===== config.mk =====
export PLATFORM = sky130hd
export DESIGN_NAME = uart_program_loader_flat
export DESIGN_NICKNAME = d
export VERILOG_FILES = /design/src/rtl/uart_loader_pkg.sv /design/src/rtl/uart_program_loader_if.sv /design/src/rtl/uart_rx_byte.sv /design/src/rtl/uart_program_loader.sv /design/src/flat_wrapper.sv
export SDC_FILE = /design/constraint.sdc
export NUM_CORES = 1
export LEC_CHECK = 0
export CAP_MARGIN = 20
export CORE_MARGIN = 1
export CORE_UTILIZATION = 68
export DETAILED_ROUTE_END_ITERATION = 6
export DONT_BUFFER_PORTS = 1
export PLACE_DENSITY = 0.83
export SYNTH_ARGS = -nofsm -noshare
export SYNTH_HDL_FRONTEND = slang
export SYNTH_HIERARCHICAL = 1
export SYNTH_SLANG_ARGS = --single-unit

===== constraint.sdc =====
create_clock -name clock -period 8.9 [get_ports clock]
set_input_delay 1.78 -clock clock [delete_from_list [all_inputs] [get_ports clock]]
set_output_delay 1.78 -clock clock [all_outputs]
set_load 0.01 [all_outputs]

===== src/rtl/uart_loader_pkg.sv =====
// uart_loader_pkg: shared state encodings and framing constants for the UART program loader
package uart_loader_pkg;
  typedef enum logic [1:0] {IDLE, LOAD, FLUSH, DONE} loader_state_e;
  typedef enum logic [2:0] {RX_IDLE, RX_START, RX_DATA, RX_STOP, RX_WAIT_HIGH} rx_state_e;
  localparam int UART_DATA_BITS = 8;
  localparam int BYTES_PER_WORD = 4;
endpackage


===== src/rtl/uart_program_loader_if.sv =====
// uart_program_loader_if: imem write bus plus loader status (master drives, slave observes)
interface uart_program_loader_if #(parameter int ADDR_W = 10);
  logic              mem_we;
  logic [ADDR_W-1:0] mem_addr;
  logic [31:0]       mem_wdata;
  logic              core_reset;
  logic              program_receiving;
  logic              program_done;
  logic              program_ov;
  logic              frame_err;
  logic [7:0]        program_csum;
  modport master (output mem_we, mem_addr, mem_wdata, core_reset, program_receiving, program_done, program_ov, frame_err, program_csum);
  modport slave (input mem_we, mem_addr, mem_wdata, core_reset, program_receiving, program_done, program_ov, frame_err, program_csum);
endinterface


===== src/rtl/uart_rx_byte.sv =====
// uart_rx_byte: 8N1 UART receiver (rx in; byte_valid/byte_data/sticky frame_err out), mid-bit sampling every CLK_DIV cycles
module uart_rx_byte
  import uart_loader_pkg::*;
#(
  parameter int CLK_DIV = 1085
) (
  input  logic       clock,
  input  logic       reset,
  input  logic       rx,
  output logic       byte_valid,
  output logic [7:0] byte_data,
  output logic       frame_err
);
  localparam int CW = $clog2(CLK_DIV);
  localparam logic [CW-1:0] HALF = CW'(CLK_DIV / 2 - 1);
  localparam logic [CW-1:0] FULL = CW'(CLK_DIV - 1);
  rx_state_e st_q, st_d;
  logic s1_q, s2_q, prev_q;
  logic [CW-1:0] cnt_q, cnt_d;
  logic [2:0] bit_q, bit_d;
  logic [7:0] sh_q, sh_d;
  logic bv_q, bv_d, fe_q, fe_d;
  always_ff @(posedge clock or posedge reset) begin
    if (reset) begin
      {s1_q, s2_q, prev_q} <= 3'b111;
      st_q <= RX_IDLE;
      cnt_q <= '0;
      bit_q <= '0;
      sh_q <= '0;
      bv_q <= 1'b0;
      fe_q <= 1'b0;
    end else begin
      {s1_q, s2_q, prev_q} <= {rx, s1_q, s2_q};
      st_q <= st_d;
      cnt_q <= cnt_d;
      bit_q <= bit_d;
      sh_q <= sh_d;
      bv_q <= bv_d;
      fe_q <= fe_d;
    end
  end
  always_comb begin
    st_d = st_q;
    cnt_d = cnt_q + 1'b1;
    bit_d = bit_q;
    sh_d = sh_q;
    bv_d = 1'b0;
    fe_d = fe_q;
    case (st_q)
      RX_IDLE: begin
        cnt_d = '0;
        if (prev_q && !s2_q) st_d = RX_START;
      end
      RX_START: if (cnt_q == HALF) begin
        cnt_d = '0;
        bit_d = '0;
        st_d = s2_q ? RX_IDLE : RX_DATA;
      end
      RX_DATA: if (cnt_q == FULL) begin
        cnt_d = '0;
        sh_d = {s2_q, sh_q[7:1]};
        bit_d = bit_q + 1'b1;
        if (bit_q == 3'(UART_DATA_BITS - 1)) st_d = RX_STOP;
      end
      RX_STOP: if (cnt_q == FULL) begin
        bv_d = s2_q;
        fe_d = fe_q | !s2_q;
        st_d = s2_q ? RX_IDLE : RX_WAIT_HIGH;
      end
      RX_WAIT_HIGH: if (s2_q) st_d = RX_IDLE;
      default: st_d = RX_IDLE;
    endcase
  end
  assign byte_valid = bv_q;
  assign byte_data = sh_q;
  assign frame_err = fe_q;
endmodule


===== src/rtl/uart_program_loader.sv =====
// uart_program_loader: UART boot loader (clock/reset/rx in, imem bus + status out via interface) packing bytes into words; UART_LOADER_CSUM_EN enables checksum + verify token
module uart_program_loader
  import uart_loader_pkg::*;
#(
  parameter int CLK_DIV        = 1085,
  parameter int PROG_BYTES     = 4096,
  parameter int ADDR_W         = 10,
  parameter int TIMEOUT_CYCLES = 1 << 20
) (
  input  logic clock,
  input  logic reset,
  input  logic rx,
  uart_program_loader_if.master bus
);
  localparam int NW = $clog2(PROG_BYTES + 1);
  localparam int TW = $clog2(TIMEOUT_CYCLES + 1);
  loader_state_e st_q, st_d;
  logic [NW-1:0] cnt_q, cnt_d;
  logic [31:0] word_q, word_d, wdata_q, wdata_d, packed_w;
  logic [ADDR_W-1:0] addr_q, addr_d, waddr_q, waddr_d;
  logic [TW-1:0] tmo_q, tmo_d;
  logic [7:0] csum_q, csum_d, byte_data;
  logic ov_q, ov_d, recv_q, recv_d, we_q, we_d;
  logic byte_valid, frame_err, accept;
  logic [1:0] lane;
  uart_rx_byte #(.CLK_DIV(CLK_DIV)) u_rx (
    .clock(clock),
    .reset(reset),
    .rx(rx),
    .byte_valid(byte_valid),
    .byte_data(byte_data),
    .frame_err(frame_err)
  );
  assign lane = 2'(cnt_q);
  assign accept = byte_valid && (st_q == IDLE || st_q == LOAD);
  assign packed_w = word_q | (32'(byte_data) << {lane, 3'b000});
  always_ff @(posedge clock or posedge reset) begin
    if (reset) begin
      st_q <= IDLE;
      cnt_q <= '0;
      word_q <= '0;
      addr_q <= '0;
      tmo_q <= '0;
      csum_q <= '0;
      ov_q <= 1'b0;
      recv_q <= 1'b0;
      we_q <= 1'b0;
      wdata_q <= '0;
      waddr_q <= '0;
    end else begin
      st_q <= st_d;
      cnt_q <= cnt_d;
      word_q <= word_d;
      addr_q <= addr_d;
      tmo_q <= tmo_d;
      csum_q <= csum_d;
      ov_q <= ov_d;
      recv_q <= recv_d;
      we_q <= we_d;
      wdata_q <= wdata_d;
      waddr_q <= waddr_d;
    end
  end
  always_comb begin
    st_d = st_q;
    cnt_d = cnt_q;
    word_d = word_q;
    addr_d = addr_q;
    tmo_d = '0;
    csum_d = csum_q;
    ov_d = ov_q;
    recv_d = 1'b0;
    we_d = 1'b0;
    wdata_d = wdata_q;
    waddr_d = waddr_q;
    if (accept) begin
      cnt_d = cnt_q + 1'b1;
      word_d = packed_w;
      recv_d = 1'b1;
`ifdef UART_LOADER_CSUM_EN
      csum_d = csum_q ^ byte_data;
`endif
      if (lane == 2'(BYTES_PER_WORD - 1)) begin
        we_d = 1'b1;
        wdata_d = packed_w;
        waddr_d = addr_q;
        addr_d = addr_q + 1'b1;
        word_d = '0;
      end
      st_d = (cnt_d == NW'(PROG_BYTES)) ? FLUSH : LOAD;
    end else if (st_q == LOAD) begin
      tmo_d = tmo_q + 1'b1;
      if (tmo_d == TW'(TIMEOUT_CYCLES)) st_d = FLUSH;
    end else if (st_q == FLUSH) begin
      we_d = lane != 2'd0;
      wdata_d = word_q;
      waddr_d = addr_q;
      st_d = DONE;
    end else if (st_q == DONE && byte_valid) begin
`ifdef UART_LOADER_CSUM_EN
      recv_d = byte_data == csum_q;
      ov_d = ov_q | (byte_data != csum_q);
`else
      ov_d = 1'b1;
`endif
    end
  end
  assign bus.mem_we = we_q;
  assign bus.mem_addr = waddr_q;
  assign bus.mem_wdata = wdata_q;
  assign bus.core_reset = st_q != DONE;
  assign bus.program_receiving = recv_q;
  assign bus.program_done = st_q == DONE;
  assign bus.program_ov = ov_q;
  assign bus.frame_err = frame_err;
  assign bus.program_csum = csum_q;
endmodule


===== src/flat_wrapper.sv =====
// flat-port wrapper written by rule: the top's interface ports become plain ports
module uart_program_loader_flat import uart_loader_pkg::*;
#(
  parameter int CLK_DIV        = 1085,
  parameter int PROG_BYTES     = 4096,
  parameter int ADDR_W         = 10,
  parameter int TIMEOUT_CYCLES = 1 << 20
)
  (clock, reset, rx, bus_mem_we, bus_mem_addr, bus_mem_wdata, bus_core_reset, bus_program_receiving, bus_program_done, bus_program_ov, bus_frame_err, bus_program_csum);
  uart_program_loader_if #(.ADDR_W(ADDR_W)) bus_i ();
  input  logic clock;
  input  logic reset;
  input  logic rx;
  output wire logic [$bits(bus_i.mem_we)-1:0] bus_mem_we;
  output wire logic [$bits(bus_i.mem_addr)-1:0] bus_mem_addr;
  output wire logic [$bits(bus_i.mem_wdata)-1:0] bus_mem_wdata;
  output wire logic [$bits(bus_i.core_reset)-1:0] bus_core_reset;
  output wire logic [$bits(bus_i.program_receiving)-1:0] bus_program_receiving;
  output wire logic [$bits(bus_i.program_done)-1:0] bus_program_done;
  output wire logic [$bits(bus_i.program_ov)-1:0] bus_program_ov;
  output wire logic [$bits(bus_i.frame_err)-1:0] bus_frame_err;
  output wire logic [$bits(bus_i.program_csum)-1:0] bus_program_csum;
  assign bus_mem_we = bus_i.mem_we;
  assign bus_mem_addr = bus_i.mem_addr;
  assign bus_mem_wdata = bus_i.mem_wdata;
  assign bus_core_reset = bus_i.core_reset;
  assign bus_program_receiving = bus_i.program_receiving;
  assign bus_program_done = bus_i.program_done;
  assign bus_program_ov = bus_i.program_ov;
  assign bus_frame_err = bus_i.frame_err;
  assign bus_program_csum = bus_i.program_csum;
  uart_program_loader #(.CLK_DIV(CLK_DIV), .PROG_BYTES(PROG_BYTES), .ADDR_W(ADDR_W), .TIMEOUT_CYCLES(TIMEOUT_CYCLES)) u_core (.clock(clock), .reset(reset), .rx(rx), .bus(bus_i));
endmodule

==> results of run 1 <==
## path summary, 6_finish.rpt
kind,startpoint,end,slack (ns)
worst max register to register,u_core/st_q[1]$_DFFE_PP0P_,u_core/bus.mem_addr[4]$_DFFE_PP0P_,6.09
worst max-delay path,u_core/st_q[0]$_DFFE_PP0P_,bus_core_reset,5.73
worst min-delay path,u_core/u_rx/s1_q$_DFF_PP1_,u_core/u_rx/s2_q$_DFF_PP1_,0.36
min in group asynchronous,reset,u_core/u_rx/cnt_q[8]$_DFF_PP0_,1.06
max in group asynchronous,reset,u_core/bus.mem_wdata[27]$_DFFE_PP0P_,6.37
worst min register to register,u_core/u_rx/s1_q$_DFF_PP1_,u_core/u_rx/s2_q$_DFF_PP1_,0.36
## where the power goes
part	switching [uW]	leakage, uW	internal (uW)
combinational	39.4	0.00107	27.3
sequential	22.1	0.00211	712
clock	299	0.000299	445
## layout make-up
type	count	area [um2]
fill	562	1980
inverter	21	81.3
clock buffer	19	432
multi-input combinational	433	2640
sequential	153	3830
timing repair buffer	6	62.6
tap	129	161
clock inverter	13	181
## per-layer routing
| metal | vias to the layer above | wire length, um | track usage (%) |
|---|---|---|---|
| met5 | - | 0 | 0 |
| met4 | 0 | 345 | 12.3 |
| met3 | 26 | 777 | 7.80 |
| met2 | 175 | 6940 | 46.6 |
| met1 | 2339 | 5430 | 35.9 |
| li1 | 2137 | - | - |
## synth_stat cells, types with 15 or more instances
cell type,count
nor2_1,111
ha_1,15
xnor2_1,30
nand3_1,18
clkbuf_1,17
nand2_1,38
dfrtp_1,150
a21oi_1,70
xor2_1,18
inv_1,19
nor3_1,18
mux2_2,19
## through the flow
| stage | util [%] | area, um2 | setup WS [ns] | std cells |
|---|---|---|---|---|
| global route | 78.9 | 7390 | 5.68 | 774 |
| finish | 78.9 | 7390 | 5.73 | 774 |
| CTS | 78.4 | 7350 | 5.52 | 771 |
| global placement | 71.9 | 6740 | 5.78 | 739 |
| detailed placement | 71.9 | 6740 | 5.57 | 739 |
| floorplan | - | 6730 | 3.85 | 641 |
## state kept, by name (all words and copies together) (netlist names), 8 cells and up
signal / flops
u_core/bus.mem_wdata: 32
u_core/word_q: 32
u_core/tmo_q: 21
u_core/cnt_q: 13
u_core/u_rx/cnt_q: 11
u_core/addr_q: 10
u_core/bus.mem_addr: 10
u_core/u_rx/byte_data: 8
## worst max-delay path: cells and delay by family (launching register included)
kind,cells,cell delay (ns)
DFF,1,0.43
buffers and inverters,1,0.13
adders and majority gates,1,0.31
## kinds of logic after synthesis
| family | Yosys count |
|---|---|
| AND/OR/NAND/NOR | 237 |
| flip-flops | 153 |
| AO/OA/AOI/OAI | 98 |
| buffers and inverters | 55 |
| XOR/XNOR | 48 |
| multiplexers | 27 |
| adder cells (fa/ha/maj) | 15 |
| other | 1 |
==> reports/metrics.yaml, run 1 <==
syn_inst: 634
drt_wl_total_um: 13500
cts_tree: "done"
ys_ff_latch: 153
dp_hpwl_um: 8300
antenna_left: 0
worst_pin_slew_ns: 1.04
initial_utilization_pct: 71.5
synth_top_family_by_area: "simple AND/OR/NAND/NOR gates"
vias: 4677
synthSimpleGateAreaFrac_pct: 17.0
synth_ff_type: "dfrtp_1"
rsz0062_at_grt: "no"
grt_first_pass_wirelength_um: 21800
fp-row-count: 35
worstSetupEndpointType: "primary output"
final-setup-viol-count: 0
grt_max_degree: 72
cts_buffers: 17
ir_worst_vdd_mv: 0.163
skew_ns: 0.00759
async_reset_ff_share_pct: 100
drt_iter0_markers: 269
cp.arrival_ns: 1.39
slowest_stage: "dfrtp_1"
drc: 0
rr_worst_depth: 9
grt-ovfl-total: 0
ctsResizeCount: 0
synth_top_area_share_pct: 56.0
path_class: "reg2out"
cts_hold_buf: 0
syn_area_mm2: 0.00670
n_antenna_cell: 0
drive_above_1_share_pct: 11.9
synth_xor_area_share_pct: 6.27
p_leak_uw: 0.00347
p_total_uw: 1540
path_cells: "ha_1, inv_1"
cts.sinks: 153
power_density_mw_per_mm2: 209
start_kind: "flop"
clock_path_buffers: 2
htreeDepth: 4
slew_violations: 0
synth_mux_area_share_pct: 4.54
fin_crit_sh_pct: 35.7
antenna_found_initial: 0
clk_pin_slew_ns: 0.06
port_buffers: 0
hold_slack_ns: 0.355
run_status: "completed"
ios: 59
coreArea_mm2: 0.00937
hold_viol: 0
clock_latency_ns: 0.53
fin_setup_tns_ns: 0
relSlewSlack_pct: 30.0
die-width_um: 101
fp.dieH_um: 101
yosysWarnings: 6
cp_max_fo: 4
nNetsFinal: 650
slowest_delay_ns: 0.43
ys_types: 61
areaGrowthSynthToFinish_pct: 10.3
post_cts_buffers: 0
first_pass_iters: 5
synth-seq-area-share_pct: 57.2
cts_root_buffer: "clkbuf_8"
period_needed_ns: 3.17
grt_pass1_vias: 4448
synth_top_cell_by_area: "dfrtp_1"
track_usage_pct: 28.4
synth_compound_area_share_pct: 8.24
crit_required_ns: 7.12
final_common_cell: "dfrtp_1"
gp_congestion: 0.885
synth_area_leaders: "dfrtp_1 56%, nor2_1 6.2%, a21oi_1 5.2%"
routed_via_density: 6.04
wl_per_cell_um: 17.4
min_path_type: "reg2reg"
holdPathStages: 0
cap_violations: 0
synth_edf_count: 0
avgSynthCellArea_um2: 10.6
final_cell_mix: "150 x dfrtp_1, 111 x nor2_1, 70 x a21oi_1, 37 x nand2_1, 30 x xnor2_1"
dieArea_mm2: 0.0103
post_synth_fa_ha_maj_area_fraction_pct: 2.80
fmax_mhz: 315
Note: power is estimated with default switching activity, not from simulation.
==> run 2, diff against run 1 <==
Settings changed: ABC_AREA set to 1, CORE_UTILIZATION 68 to 63, PLACE_DENSITY 0.83 to 0.78.
Clock period 8.9 ns to 3.26 ns, I/O delays scaled along.
==> run 2 against run 1 <==
Clock-buffer cell count rose by 3. Final cell count rose by 25%. First-iteration DRC count rose by 72%. Register-to-register slack got worse by 5.3 ns. Via count rose by 17%. Die area rose by 14%.
==> reports/metrics.yaml, run 2 <==
synth_top_area_share_pct: 52.7  # -3.3 points
cts_hold_buf: 0  # unchanged
hold_viol: 0  # unchanged
synth_top_cell_by_area: "dfrtp_1"
power_density_mw_per_mm2: 560  # +170%
antenna_left: 0  # unchanged
grt.busiest_layer: "met2"
crit_family: "simple AND/OR/NAND/NOR gates"
clk_pin_slew_ns: 0.06  # about the same
worst_pin_slew_ns: 0.742  # -0.300 ns
cts.sinks: 153  # unchanged
cts_tree: "done"
initial_utilization_pct: 65.1  # -6.4 points
synth_ff_type: "dfrtp_1"
clock_latency_ns: 0.42  # -0.11 ns
fin_setup_tns_ns: 0  # unchanged
antenna_found_initial: 0  # unchanged
nNetsFinal: 836  # +29%
rr_worst_depth: 9  # unchanged
crit_required_ns: 3.56  # -3.56 ns
worstSetupEndpointType: "flop"
cp.arrival_ns: 2.81  # +1.42 ns
ios: 59  # unchanged
run_status: "completed"
htreeDepth: 4  # unchanged
gp_congestion: 0.834  # -5.7%
grt_util_met1_pct: 37.9  # +2.0 points
dieArea_mm2: 0.0117  # +14%
n_antenna_cell: 0  # unchanged
final_cell_mix: "215 x nand2_1, 150 x dfrtp_1, 103 x nor2_1, 68 x inv_1, 59 x o21ai_0"
hold_slack_ns: 0.155  # -0.200 ns
final-setup-viol-count: 0  # unchanged
ys_ff_latch: 153  # unchanged
ys_types: 35  # -43%
cts_root_buffer: "clkbuf_16"
slew_violations: 0  # unchanged
syn_area_mm2: 0.00712  # +6.2%
min_path_type: "in2async"
skew_ns: 0.00706  # -0.000530 ns
yosysWarnings: 6  # unchanged
die-width_um: 108  # +6.9%
fp.dieH_um: 108  # +6.9%
grt_max_degree: 81  # +13%
cp.depth: 9  # +7
rsz0062_at_grt: "no"
track_usage_pct: 27.9  # -0.52 points
synth_area_leaders: "dfrtp_1 53%, nand2_1 11%, nor2_1 5.4%"
drt_wl_total_um: 15100  # +12%
cp_max_fo: 21  # +17
fmax_mhz: 399
grt_first_pass_wirelength_um: 25000  # +15%
clock_path_buffers: 2  # unchanged
cap_violations: 0  # unchanged
globalRouteMet2Util_pct: 44.3  # -2.3 points
synth_common_cells: "215 x nand2_1, 150 x dfrtp_1, 103 x nor2_1"
slowest_delay_ns: 0.79  # +0.36 ns
rrSetupSlack_ns: 0.76  # -5.33 ns
routed_via_density: 5.62  # -7.0%
synth_edf_count: 0  # unchanged
synth-seq-area-share_pct: 53.8  # -3.4 points
wl_per_cell_um: 15.5  # -11%
first_pass_iters: 5  # unchanged
slowest_stage: "dfrtp_1"
port_buffers: 0  # unchanged
p_leak_uw: 0.00378  # +8.8%
crit_start: "u_core/cnt_q[1]$_DFFE_PP0P_"
avgSynthCellArea_um2: 8.68  # -18%
fp-row-count: 38  # +8.6%
coreArea_mm2: 0.0109  # +17%
period_needed_ns: 2.50
dp_hpwl_um: 9770  # +18%
grt_pass1_vias: 5257  # +18%
path_cells: "ha_1, inv_1, nor2_4, inv_2, nor2_1, nand3_1, nor2_1, nand4_1, xor2_1"
drt_iter0_markers: 464  # +72%
grt-ovfl-total: 0  # unchanged
fin_crit_sh_pct: 76.8
path_class: "reg2reg"
post_cts_buffers: 0  # unchanged
met3_usage_pct: 7.35  # -0.44 points
ir_worst_vdd_mv: 0.441  # +170%
cp_common_cell: "nor2_1"
final_common_cell: "nand2_1"
async_reset_ff_share_pct: 100  # unchanged
areaGrowthSynthToFinish_pct: 11.0
syn_inst: 820  # +29%
relSlewSlack_pct: 50.5  # +20 points
cts_buffers: 17  # unchanged
start_kind: "flop"
path_buf_inv: 2  # +1
vias: 5459  # +17%
yosysMostFrequentCell: "nand2_1"
drive_above_1_share_pct: 9.15  # -2.8 points
ctsResizeCount: 0  # unchanged
drc: 0  # unchanged
reg2reg_from: "u_core/cnt_q[1]$_DFFE_PP0P_"
==> run 2: final timing paths <==
kind,to
setup reg to reg,u_core/addr_q[9]$_DFFE_PP0P_
hold reg to reg,u_core/u_rx/s2_q$_DFF_PP1_
setup / recovery,u_core/addr_q[9]$_DFFE_PP0P_
min in group clock,u_core/u_rx/s1_q$_DFF_PP1_
hold / removal,u_core/bus.mem_wdata[29]$_DFFE_PP0P_
max in group asynchronous,u_core/bus.mem_addr[9]$_DFFE_PP0P_
==> run 2: layout make-up <==
type / count / area (um2)
sequential: 153 / 3830
fill: 784 / 3040
multi-input combinational: 561 / 2830
clock buffer: 22 / 474
inverter: 78 / 299
clock inverter: 10 / 190
tap: 140 / 175
timing repair buffer: 7 / 97.6
==> run 2: logic make-up after synthesis <==
group	synth area share, %
compound gates	9.97
buf+inv	6.78
fa+ha+maj	2.64
simple gates	24.1
xor+xnor	2.58
other cells	0.0527
flops	53.8
==> run 2: where the power goes <==
group / leakage, uW / switching [uW] / internal (uW)
clock network: 0.000313 / 738 / 1420
logic: 0.00135 / 209 / 78.0
registers: 0.00212 / 42.2 / 1930
==> run 2: worst reg2reg max path, cell delays in order (launching register included) <==
cell and delay [ns]:
dfrtp_1 0.79, ha_1 0.36, inv_1 0.10, nor2_4 0.21, inv_2 0.07, nor2_1 0.18
nand3_1 0.15, nor2_1 0.22, nand4_1 0.14, xor2_1 0.16
==> run 2: routing by layer <==
layer	vias to the layer above	wire (um)
met3	15	797
met1	2643	6660
met2	157	7420
li1	2644	-
met5	-	0
met4	0	176
==> run 2: metrics by stage <==
step                      power (uW)  worst slack [ns]  cells  instance area [um2]  util, %
after floorplan                 2230              1.10    827                 7150        -
after global placement          2270             0.823    937                 7190     65.7
after detailed placement        2290             0.705    937                 7190     65.7
after CTS                       4450             0.653    969                 7850     71.8
after global routing            4590             0.595    971                 7900     72.2
final                           4420             0.756    971                 7900     72.2
